===== src/rtl/barrel_shift_pipe.sv =====
// barrel_shift_pipe: pipelined alignment shifter for the FP datapath.
//
// One mux level per pipeline register: stage k applies shift bit k (a shift
// by 2^k) and registers the word together with its sideband (mode, fill,
// shift amount, lost-bit tracking). Valid/ready on both sides; in_ready is
// combinational from out_ready through the stage chain so bubbles collapse.
//
// Modes: 00 LSR, 01 ASR, 10 LSL, 11 ROR.
//
// Lost-bit tracking uses a zero-filled shadow copy of the operand, WIDTH+2
// bits wide: {operand, guard, round}. It shifts right alongside the real
// word. Bits falling off its bottom are ORed into sticky. Filled bits, which
// are never part of the operand, can therefore never reach sticky, guard or
// round. LSL/ROR load an all-zero shadow, so their flags stay 0.
//
// Optional feature macro: BARREL_SHIFT_GRS_EN
//   defined   -> out_guard/out_round ports exist; out_sticky covers only the
//                bits below the round position.
//   undefined -> out_sticky is the OR of every bit shifted out.

module barrel_shift_pipe #(
  parameter int WIDTH   = 16,
  parameter int SHIFT_W = 4
) (
  input  logic               clk,
  input  logic               rst_n,
  input  logic               in_valid,
  output logic               in_ready,
  input  logic [WIDTH-1:0]   in_data,
  input  logic [SHIFT_W-1:0] in_shift,
  input  logic [1:0]         in_mode,
  input  logic               in_fill,
  output logic               out_valid,
  input  logic               out_ready,
  output logic [WIDTH-1:0]   out_data,
`ifdef BARREL_SHIFT_GRS_EN
  output logic               out_guard,
  output logic               out_round,
`endif
  output logic               out_sticky
);

  localparam int VW = WIDTH + 2;

  localparam logic [1:0] MODE_LSR = 2'b00;
  localparam logic [1:0] MODE_ASR = 2'b01;
  localparam logic [1:0] MODE_LSL = 2'b10;
  localparam logic [1:0] MODE_ROR = 2'b11;

  // Pipeline registers, one entry per stage
  logic [SHIFT_W-1:0] valid_r;
  logic [WIDTH-1:0]   data_r   [SHIFT_W];
  logic [VW-1:0]      shadow_r [SHIFT_W];
  logic [SHIFT_W-1:0] sticky_r;
  logic [1:0]         mode_r   [SHIFT_W];
  logic [SHIFT_W-1:0] fill_r;
  logic [SHIFT_W-1:0] shift_r  [SHIFT_W];

  // Stage inputs (from ports for stage 0, previous register otherwise)
  logic [SHIFT_W-1:0] stg_valid_s;
  logic [WIDTH-1:0]   stg_data_s   [SHIFT_W];
  logic [VW-1:0]      stg_shadow_s [SHIFT_W];
  logic [SHIFT_W-1:0] stg_sticky_s;
  logic [1:0]         stg_mode_s   [SHIFT_W];
  logic [SHIFT_W-1:0] stg_fill_s;
  logic [SHIFT_W-1:0] stg_shift_s  [SHIFT_W];

  // Stage results, captured by the stage register when it loads
  logic [WIDTH-1:0]   nx_data_s   [SHIFT_W];
  logic [VW-1:0]      nx_shadow_s [SHIFT_W];
  logic [SHIFT_W-1:0] nx_sticky_s;

  logic [SHIFT_W-1:0] load_s;

  // Shift one word by a fixed amount in the requested mode.
  function automatic logic [WIDTH-1:0] shift_word(
    input logic [WIDTH-1:0] d,
    input logic [1:0]       m,
    input logic             f,
    input int unsigned      amt
  );
    logic [WIDTH-1:0] ones;
    logic [WIDTH-1:0] fv;
    logic [WIDTH-1:0] res;
    int unsigned      rot;
    ones = '1;
    fv   = {WIDTH{f}};
    rot  = amt % WIDTH;
    case (m)
      MODE_LSR: res = (d >> amt) | (fv & ~(ones >> amt));
      MODE_ASR: res = (d >> amt) | ({WIDTH{d[WIDTH-1]}} & ~(ones >> amt));
      MODE_LSL: res = (d << amt) | (fv & ~(ones << amt));
      MODE_ROR: res = (d >> rot) | (d << (WIDTH - rot));
      default:  res = d;
    endcase
    return res;
  endfunction

  // OR of the shadow bits that fall off the bottom in a right shift by amt.
  function automatic logic shadow_lost(
    input logic [VW-1:0] v,
    input int unsigned   amt
  );
    logic [VW-1:0] ones;
    ones = '1;
    return |(v & ~(ones << amt));
  endfunction

  // Route ports into stage 0 and each register into the following stage.
  always_comb begin
    stg_valid_s     = '0;
    stg_sticky_s    = '0;
    stg_fill_s      = '0;
    stg_valid_s[0]  = in_valid;
    stg_data_s[0]   = in_data;
    stg_mode_s[0]   = in_mode;
    stg_fill_s[0]   = in_fill;
    stg_shift_s[0]  = in_shift;
    stg_sticky_s[0] = 1'b0;
    case (in_mode)
      MODE_LSR, MODE_ASR: stg_shadow_s[0] = {in_data, 2'b00};
      default:            stg_shadow_s[0] = '0;
    endcase
    for (int k = 1; k < SHIFT_W; k++) begin
      stg_valid_s[k]  = valid_r[k-1];
      stg_data_s[k]   = data_r[k-1];
      stg_shadow_s[k] = shadow_r[k-1];
      stg_sticky_s[k] = sticky_r[k-1];
      stg_mode_s[k]   = mode_r[k-1];
      stg_fill_s[k]   = fill_r[k-1];
      stg_shift_s[k]  = shift_r[k-1];
    end
  end

  // Per-stage mux level: shift by 2^k when shift bit k is set.
  always_comb begin
    nx_sticky_s = '0;
    for (int k = 0; k < SHIFT_W; k++) begin
      if (stg_shift_s[k][k]) begin
        nx_data_s[k]   = shift_word(stg_data_s[k], stg_mode_s[k], stg_fill_s[k],
                                    32'd1 << k);
        nx_shadow_s[k] = stg_shadow_s[k] >> (32'd1 << k);
        nx_sticky_s[k] = stg_sticky_s[k] | shadow_lost(stg_shadow_s[k], 32'd1 << k);
      end else begin
        nx_data_s[k]   = stg_data_s[k];
        nx_shadow_s[k] = stg_shadow_s[k];
        nx_sticky_s[k] = stg_sticky_s[k];
      end
    end
`ifndef BARREL_SHIFT_GRS_EN
    // Without separate guard/round outputs those two bits are also lost.
    nx_sticky_s[SHIFT_W-1] = nx_sticky_s[SHIFT_W-1]
                           | nx_shadow_s[SHIFT_W-1][1]
                           | nx_shadow_s[SHIFT_W-1][0];
`endif
  end

  // Load enables: a stage loads when it, or any stage after it, is empty,
  // or when the output is being drained.
  always_comb begin : load_chain
    logic acc;
    acc    = out_ready;
    load_s = '0;
    for (int k = SHIFT_W - 1; k >= 0; k--) begin
      acc       = acc | ~valid_r[k];
      load_s[k] = acc;
    end
  end

  assign in_ready = load_s[0];

  // Stage registers: async clear, capture on load.
  always_ff @(posedge clk or negedge rst_n) begin
    if (!rst_n) begin
      valid_r  <= '0;
      sticky_r <= '0;
      fill_r   <= '0;
      for (int k = 0; k < SHIFT_W; k++) begin
        data_r[k]   <= '0;
        shadow_r[k] <= '0;
        mode_r[k]   <= 2'b00;
        shift_r[k]  <= '0;
      end
    end else begin
      for (int k = 0; k < SHIFT_W; k++) begin
        if (load_s[k]) begin
          valid_r[k] <= stg_valid_s[k];
          if (stg_valid_s[k]) begin
            data_r[k]   <= nx_data_s[k];
            shadow_r[k] <= nx_shadow_s[k];
            sticky_r[k] <= nx_sticky_s[k];
            mode_r[k]   <= stg_mode_s[k];
            fill_r[k]   <= stg_fill_s[k];
            shift_r[k]  <= stg_shift_s[k];
          end
        end
      end
    end
  end

  assign out_valid  = valid_r[SHIFT_W-1];
  assign out_data   = data_r[SHIFT_W-1];
  assign out_sticky = sticky_r[SHIFT_W-1];
`ifdef BARREL_SHIFT_GRS_EN
  assign out_guard  = shadow_r[SHIFT_W-1][1];
  assign out_round  = shadow_r[SHIFT_W-1][0];
`endif

endmodule


===== config.mk =====
export PLATFORM = sky130hd
export DESIGN_NAME = barrel_shift_pipe
export DESIGN_NICKNAME = d
export VERILOG_FILES = /design/src/rtl/barrel_shift_pipe.sv
export SDC_FILE = /design/constraint.sdc
export NUM_CORES = 1
export LEC_CHECK = 0
export ABC_AREA = 1
export BUFFER_PORTS_ARGS = -buffer_cell sky130_fd_sc_hd__buf_2
export CORE_UTILIZATION = 55
export CTS_BUF_LIST = sky130_fd_sc_hd__clkbuf_16
export DETAILED_ROUTE_END_ITERATION = 8
export PLACE_DENSITY = 0.85
export SLEW_MARGIN = 30
export SYNTH_ARGS = -nofsm -noshare
export SYNTH_HDL_FRONTEND = slang
export SYNTH_SLANG_ARGS = --single-unit

===== constraint.sdc =====
create_clock -name clk -period 1.7 [get_ports clk]
set_clock_uncertainty 0.05 [all_clocks]
set_input_delay 0.085 -clock clk [delete_from_list [all_inputs] [get_ports clk]]
set_output_delay 0.085 -clock clk [all_outputs]
set_load 0.005 [all_outputs]

## Word level (Yosys, flattened, before mapping)

Index checks and enable logic that the tools add are counted.
Widths: inputs -> output; s select.

| word-level totals | value |
|---|---|
| register bits after elaboration | 133 |
| input port bits | 27 |

| cells by class | value |
|---|---|
| equal/unequal tests | 12 |
| multiplexer cells | 17 |
| bitwise logic cells | 29 |
| reduce and logical (&&, ||, !) cells | 12 |

Operators by type and width:

| kind | number |
|---|---|
| $pmux 16 s4 | 4 |
| $mux 16 | 5 |
| $or 12x16->16 | 3 |
| $or 14x16->16 | 3 |
| $or 15x16->16 | 3 |
| $or 8x16->16 | 3 |
| $mux 17 | 1 |
| $eq 2x2->1 const B | 8 |
| $or 16x1->16 | 1 |
| $or 16x2->16 | 1 |
| $or 16x4->16 | 1 |
| $or 16x8->16 | 1 |
| $mux 14 | 1 |
| $mux 10 | 1 |
| $or 1x1->1 | 9 |
| $eq 2x1->1 const B | 4 |
| $logic_not 2->1 | 4 |
| $reduce_and 2->1 | 4 |
| $reduce_or 8->1 | 1 |
| $mux 1 | 4 |
| $not 1->1 | 4 |
| $reduce_or 2->1 | 2 |
| $reduce_or 4->1 | 1 |
| $mux 2 | 1 |

## Logic depth before layout (Yosys ltp)

Gate-level depths: netlist of run 1.

| depth | value |
|---|---|
| depth in word-level cells | 6 |
| depth in mapped cells | 9 |
| depth with buffers taken out | 9 |

## Worst setup path after synthesis of run 1

Ideal clock, no wire load.

| path | value |
|---|---|
| kind | register -> register |
| start | reg mode_r[6] (netlist name) |
| end | reg data_r[38] (netlist name) |
| setup time | 117 ps |
| arrival | 1116 ps |
| data required time | 1533 ps |
| slack | 417 ps |
| cell stages (with the launch flop) | 10 |
| buffers on the path | 1 |
| clock period less this slack | 1283 ps |
| path through | dfrtp_1 > inv_1 > nand2_2 > inv_1 > buf_2 > nand2_1 > nand3_1 > nand2_1 > nand2_1 > nand2_1 |

| between the ends | value |
|---|---|
| word-level cells in the longest chain between the ends | 3 |
| elaborated cells between the ends (all ways) | 6 |

RTL lines:

| item | line | source |
|---|---|---|
| from (decl) | 55 | `logic [1:0] mode_r [SHIFT_W];` |
| from (signal, indexed assignment) | 192 | `mode_r[k] <= stg_mode_s[k];` |
| $eq 2x2->1 (tied with other cells) | 89 | `case (m)` |
| $pmux 16 s4 (*) | 89 |  |
| $mux 16 (*) | 139 | `if (stg_shift_s[k][k]) begin` |
| to (signal, indexed assignment) | 189 | `data_r[k] <= nx_data_s[k];` |
| to (decl) | 52 | `logic [WIDTH-1:0] data_r [SHIFT_W];` |

Mark *: on every way between the ends. The rest lies on a longest branch, timed or not.
A chain may end at the register's enable or synchronous reset.

## Final worst setup path of run 1

| path | value |
|---|---|
| start | in in_mode[1] |
| end | reg data_r[55] (netlist name) |

| between the ends | value |
|---|---|
| word-level cells in the longest chain between the ends | 3 |
| elaborated cells between the ends (all ways) | 6 |

RTL lines:

| item | line | source |
|---|---|---|
| from (decl) | 31 | `input logic [1:0] in_mode,` |
| $eq 2x2->1 (tied with other cells) | 89 |  |
| $pmux 16 s4 (*) | 89 |  |
| $mux 16 (*) | 139 |  |

Marked as above.

==> metrics.cfg, run 1 <==
[outcome]
status = complete, no violations

[synth]
ys_seq_area_share_pct = 45.6
ys_types = 23
ys.warnings.count = 0
synthesis.area_um2 = 6870
postSynthRegisterBits = 125
avgSynthCellArea_um2 = 6.83
syn_inst = 1005
syn-num-nets = 1036

[cts]
clock_latency_ns = 0.42
cts_sinks = 125
cts_max_level = 4
clockRootBuffer = clkbuf_16
cts_buffers = 17
clkSlewWorstSetupHoldPaths_ns = 0.05
clock_path_buffers = 2
cts_tree = yes

[worst_setup_path]
crit_buf_inv = 4
crit_slowest_cell = dlygate4sd3_1
reg2reg_depth = 5
cp_top_family = buffers and inverters
reg2reg_slack_ns = 0.19
worstSetupEndpointType = flop
path_cells = dlygate4sd3_1 -> buf_2 -> inv_1 -> ha_2 -> nand2_2 -> buf_4 -> o211ai_1 -> nand2_1 -> nand2_1
slowest_delay_ns = 0.55
path_common_cell = nand2_1
crit_path_max_fanout = 9
worst_setup_path_start_kind = input pin
critical_path_class = input pin to flop
cp_num_cells = 9
reg2reg_to = valid_r[0]
cp-endpoint = data_r[55]
cp.required_ns = 2.01
startpoint = in_mode[1]
worstPathArrival_ns = 1.89
reg2reg_from = valid_r[3]

[final_layout]
final_common_cell = nand2_1
multi_input_area_um2 = 3100
layout_common_cells = nand2_1, dfrtp_1, nor2_1, inv_1, nand3_1
fill_cells = 1068
area_growth_pct = 14.9
drive_gt1_share_pct = 9.93
num_antenna_cells = 0
layout.nets = 1076
regArea_um2 = 3130

[routing]
routed_wl_um = 16000
vias = 6331
drt_iter0_drc = 621
viasPerCell = 5.17
ant_nets = 0
first_pass_iters = 6
routedWlPerCell_um = 13.0
drc = 0

[timing]
slew-limit-headroom_pct = 69.3
period_needed_ns = 1.59
hold_violations = 0
clock.fmax_mhz = 630
tns_ns = 0
worstMarginPinSlew_ns = 0.457
hold_slack_ns = 0.00489
min_period_over_period_pct = 93.3
setup_viol = 0
slew_viol_final = 0
rsz0062_at_grt = no

[floorplanning]
initial_core_util_pct = 56.7
die_area_um2 = 12900
die_w_um = 114
die_h_um = 114
fp-row-count = 40
coreArea_um2 = 12100
pin_count = 46

[power_and_ir_drop]
peakVddDrop_v = 0.000837
p_leak_nw = 4.28
power.density_nw_per_um2 = 1400

[global_route]
grt_max_degree = 71
grt_overflow = 0
grt_pass1_wl_um = 27500
antenna_found_initial = 0
grt_pass1_vias = 5843
grt_usage_pct = 27.2

[hold_path]
hold_class = input pin to flop

[placed_design]
dp_hpwl_um = 10900
routabilityCongestion = 0.855
port_buffers = 45

[run]
max-cap-violations = 0

==> per-stage QoR <==
step	util, %	power (mW)	instances	area (um2)	setup slack [ns]
CTS	65.0	11.0	1225	7880	0.0484
global placement	59.2	7.56	1177	7160	0.212
global route	65.1	11.8	1225	7890	0.0208
floorplan	-	6.89	1005	6870	0.417
finish	65.1	11.0	1225	7890	0.114
detailed placement	59.2	7.67	1177	7160	0.147
==> worst min-delay path, stage by stage <==
cell and delay [ns]:
buf_2 0.10, nand2_1 0.06, o211ai_1 0.09, nand2_1 0.06, nand2_1 0.05
==> report_power, final <==
part	internal (mW)	switching (mW)	leakage, nW
Combinational	1.22	2.01	2.42
Sequential	3.82	0.667	1.58
Clock	2.09	1.22	0.277
==> cell families after synthesis <==
group	share of synthesized area (%)
adder cells (fa/ha/maj)	0.729
AO/OA/AOI/OAI	7.29
AND/OR/NAND/NOR	36.9
buffers and inverters	9.48
flip-flops	45.6
==> synth_stat cells <==
library cell	instances	area, um2
nand2_1	480	1800
dfrtp_1	125	3130
nor2_1	90	338
inv_1	72	270
nand3_1	66	330
a21oi_1	30	150
o21ai_0	29	145
buf_2	25	125
buf_4	20	150
o211ai_1	19	143
clkbuf_1	16	60.1
o21ai_1	10	50.1
ha_1	4	50.1
inv_2	4	15.0
a31oi_1	2	12.5
buf_6	2	22.5
nand2_2	2	12.5
nand4_2	2	25.0
nor2_2	2	12.5
nor3_1	2	10.0
buf_1	1	3.75
clkinv_1	1	3.75
or2_2	1	6.26
==> layout make-up <==
cell class	instances	area share, %
flip-flops and latches	125	39.6
multi-input cells	739	39.3
repair buffers	85	7.87
clock buffers	17	5.39
inverters	77	3.69
well taps	168	2.66
clock inverters	14	1.46
==> state kept, by name, summed over array words and instances, names as in the netlist <==
signal and flops:
sticky_r 3, fill_r 3, data_r 48, shift_r 6, out_data 16, shadow_r 39
mode_r 6, valid_r 4
==> worst min path at each step <==
stage,from,end,cells after the start
global route,in_data[4],data_r[51],5
detailed placement,rst_n,shadow_r[18],2
finish,in_data[10],data_r[58],5
CTS,in_data[3],data_r[51],5
floorplan,rst_n,data_r[16],0
global placement,rst_n,shadow_r[19],2
==> routing by layer <==
layer / share of wire, % / track usage (%) / routed length, um
met1: 46 / 37.0 / 7290
met2: 46 / 42.8 / 7310
met3: 5.6 / 5.42 / 895
met4: 3.1 / 11.7 / 495
met5: 0 / 0 / 0
==> repair_timing <==
| item | in CTS | in global routing |
|---|---|---|
| setup endpoints to repair | 0 | 16 |
| setup buffers | 0 | 0 |
| hold buffers | 17 | 0 |
| resized for setup | 0 | 6 |
| hold endpoints to repair | 142 | 0 |
Power figures use the tool's default switching activity.
==> inputs of run 2 (changes only) <==
==> constraint.sdc (replaced) <==
create_clock -name clk -period 1.71 [get_ports clk]
set_clock_uncertainty 0.05 [all_clocks]
set_input_delay 0.0855 -clock clk [delete_from_list [all_inputs] [get_ports clk]]
set_output_delay 0.0855 -clock clk [all_outputs]
set_load 0.005 [all_outputs]
==> run 2 against run 1 <==
First-iteration DRC count is 18% lower. Largest power group unchanged. Clock power is 16% higher. Utilization is 0.83 points higher. Register-to-register slack worse by 0.03 ns. Final cell count is 0.33% higher. Die area stayed put. Count of clock-buffer cells in the layout stayed put. Highest routed layer unchanged. Setup slack better by 0.050 ns. Global-route usage is 0.10 points higher. Wire length is 1.0% higher. Flip-flop and latch count stayed put.
==> metrics.cfg, run 2 (synthesis gave the netlist of run 1 again) <==
[outcome]
status = complete, no violations

[cts]
cts_setup_buffers = 0
clkSlewWorstSetupHoldPaths_ns = 0.06
cts_sinks = 125
clock_latency_ns = 0.41
cts_buffers = 17
clockRootBuffer = clkbuf_16
clock_path_buffers = 2
cts_tree = yes
cts_max_level = 4

[timing]
setup_viol = 0
rsz0062_at_grt = no
period_needed_ns = 1.55
worstMarginPinSlew_ns = 0.578
slew_viol_final = 0
slew-limit-headroom_pct = 61.4
tns_ns = 0
hold_violations = 0
min_period_over_period_pct = 90.4
clock.fmax_mhz = 647

[final_layout]
layout.nets = 1079
final_common_cell = nand2_1
layout_common_cells = nand2_1, dfrtp_1, nor2_1, inv_1, nand3_1
num_antenna_cells = 0
drive_gt1_share_pct = 10.4
area_growth_pct = 16.4
postLayoutCellArea_um2 = 7990
top_register = data_r
largest_register_ff_count = 48

[worst_setup_path]
reg2reg_to = shadow_r[36]
worst_setup_path_start_kind = flop
reg2reg_from = valid_r[2]
worstPathArrival_ns = 1.75
worstSetupEndpointType = flop
reg2reg_depth = 4
reg2reg_slack_ns = 0.16
cp_num_cells = 4
startpoint = valid_r[2]
crit_path_max_fanout = 42
crit_buf_inv = 1
path_cells = nand4_2 -> nand2_2 -> inv_2 -> o21ai_0
cp.required_ns = 1.92
cp-endpoint = shadow_r[36]
slowest_delay_ns = 0.44
critical_path_class = flop to flop
crit_slowest_cell = inv_2
cp_top_family = buffers and inverters

[routing]
routed_wl_um = 16100
routedWlPerCell_um = 13.1
ant_nets = 0
vias = 6306
drt_iter0_drc = 511
drc = 0
viasPerCell = 5.13
first_pass_iters = 5

[floorplanning]
fp-row-count = 40
initial_core_util_pct = 56.7
die_area_um2 = 12900
die_w_um = 114
die_h_um = 114
coreArea_um2 = 12100
pin_count = 46

[placed_design]
port_buffers = 45
place_area_um2 = 7180
routabilityCongestion = 0.899
dp_hpwl_um = 11000

[global_route]
grtUsageMet1_pct = 38.2
busiest_layer = met2
grt_usage_pct = 27.3
grt_overflow = 0
antenna_found_initial = 0
grt_max_degree = 66
grt_pass1_wl_um = 27800
use_met3_pct = 4.78
grt_use_met2_pct = 42.8
grt_pass1_vias = 5835

[power_and_ir_drop]
peakVddDrop_v = 0.000682
p_leak_nw = 4.32
power.total_mw = 11.5
power.density_nw_per_um2 = 1440

[run]
max-cap-violations = 0

[hold_path]
hold_class = input pin to flop
hold_path_depth = 5

==> run 2: changes by cell type in the layout (fill, tap and decap cells not counted), sizes merged <==
| cell | previous run | this run |
|---|---|---|
| clkinv | 6 | 7 |
| inv | 81 | 77 |
| clkinvlp | 2 | 3 |
| dlygate4sd3 | 17 | 18 |
| bufinv | 2 | 5 |
| buf | 68 | 70 |
==> run 2: stage by stage <==
step | worst slack, ns | cells | hold WS, ns | utilization (%)
3_5_place_dp | 0.145 | 1179 | -0.127 | 59.3
5_1_grt | 0.0249 | 1229 | 0.0314 | 66.0
2_1_floorplan | 0.427 | 1005 | -0.260 | -
3_3_place_gp | 0.194 | 1179 | -0.123 | 59.3
6_report | 0.164 | 1229 | 0.0164 | 66.0
4_1_cts | 0.0944 | 1229 | 0.00170 | 66.0
==> run 2: worst min-delay path, cell delays in order <==
cell and delay (ns):
buf_2 0.10, nand3_1 0.07, o211ai_1 0.08, nand2_1 0.05, nand2_1 0.06
==> run 2: how the worst min path moves through the flow <==
stage | startpoint | endpoint | slack [ns]
after global placement | rst_n | shadow_r[20] | -0.12
after global routing | in_data[11] | data_r[58] | 0.03
after floorplan | rst_n | data_r[16] | -0.26
after detailed placement | rst_n | shadow_r[20] | -0.13
final | in_data[11] | data_r[58] | 0.02
after CTS | in_data[4] | data_r[52] | 0.002
==> run 2: what timing repair did <==
action | CTS | global route
endpoints found under the setup margin | 0 | 2
gates resized for setup | 0 | 1
hold buffers | 18 | 0
hold endpoints to repair | 139 | 0
==> run 2: cell type report <==
| cell class | instances | area (um2) |
|---|---|---|
| clock buffer | 17 | 425 |
| fill | 1064 | 4120 |
| tap | 168 | 210 |
| multi-input combinational | 739 | 3090 |
| inverter | 77 | 289 |
| timing repair buffer | 88 | 646 |
| sequential | 125 | 3130 |
| clock inverter | 15 | 203 |
==> run 2: layer usage <==
layer	vias up	part of all wire, %	routed length (um)
li1	3185	-	-
met1	2871	46	7490
met2	220	46	7430
met3	30	5.1	818
met4	0	2.5	411
met5	-	0	0
==> run 2: power breakdown <==
group / switching (mW) / leakage (nW) / internal (mW)
Sequential: 0.650 / 1.58 / 3.79
Combinational: 2.01 / 2.43 / 1.22
Clock: 1.28 / 0.302 / 2.55
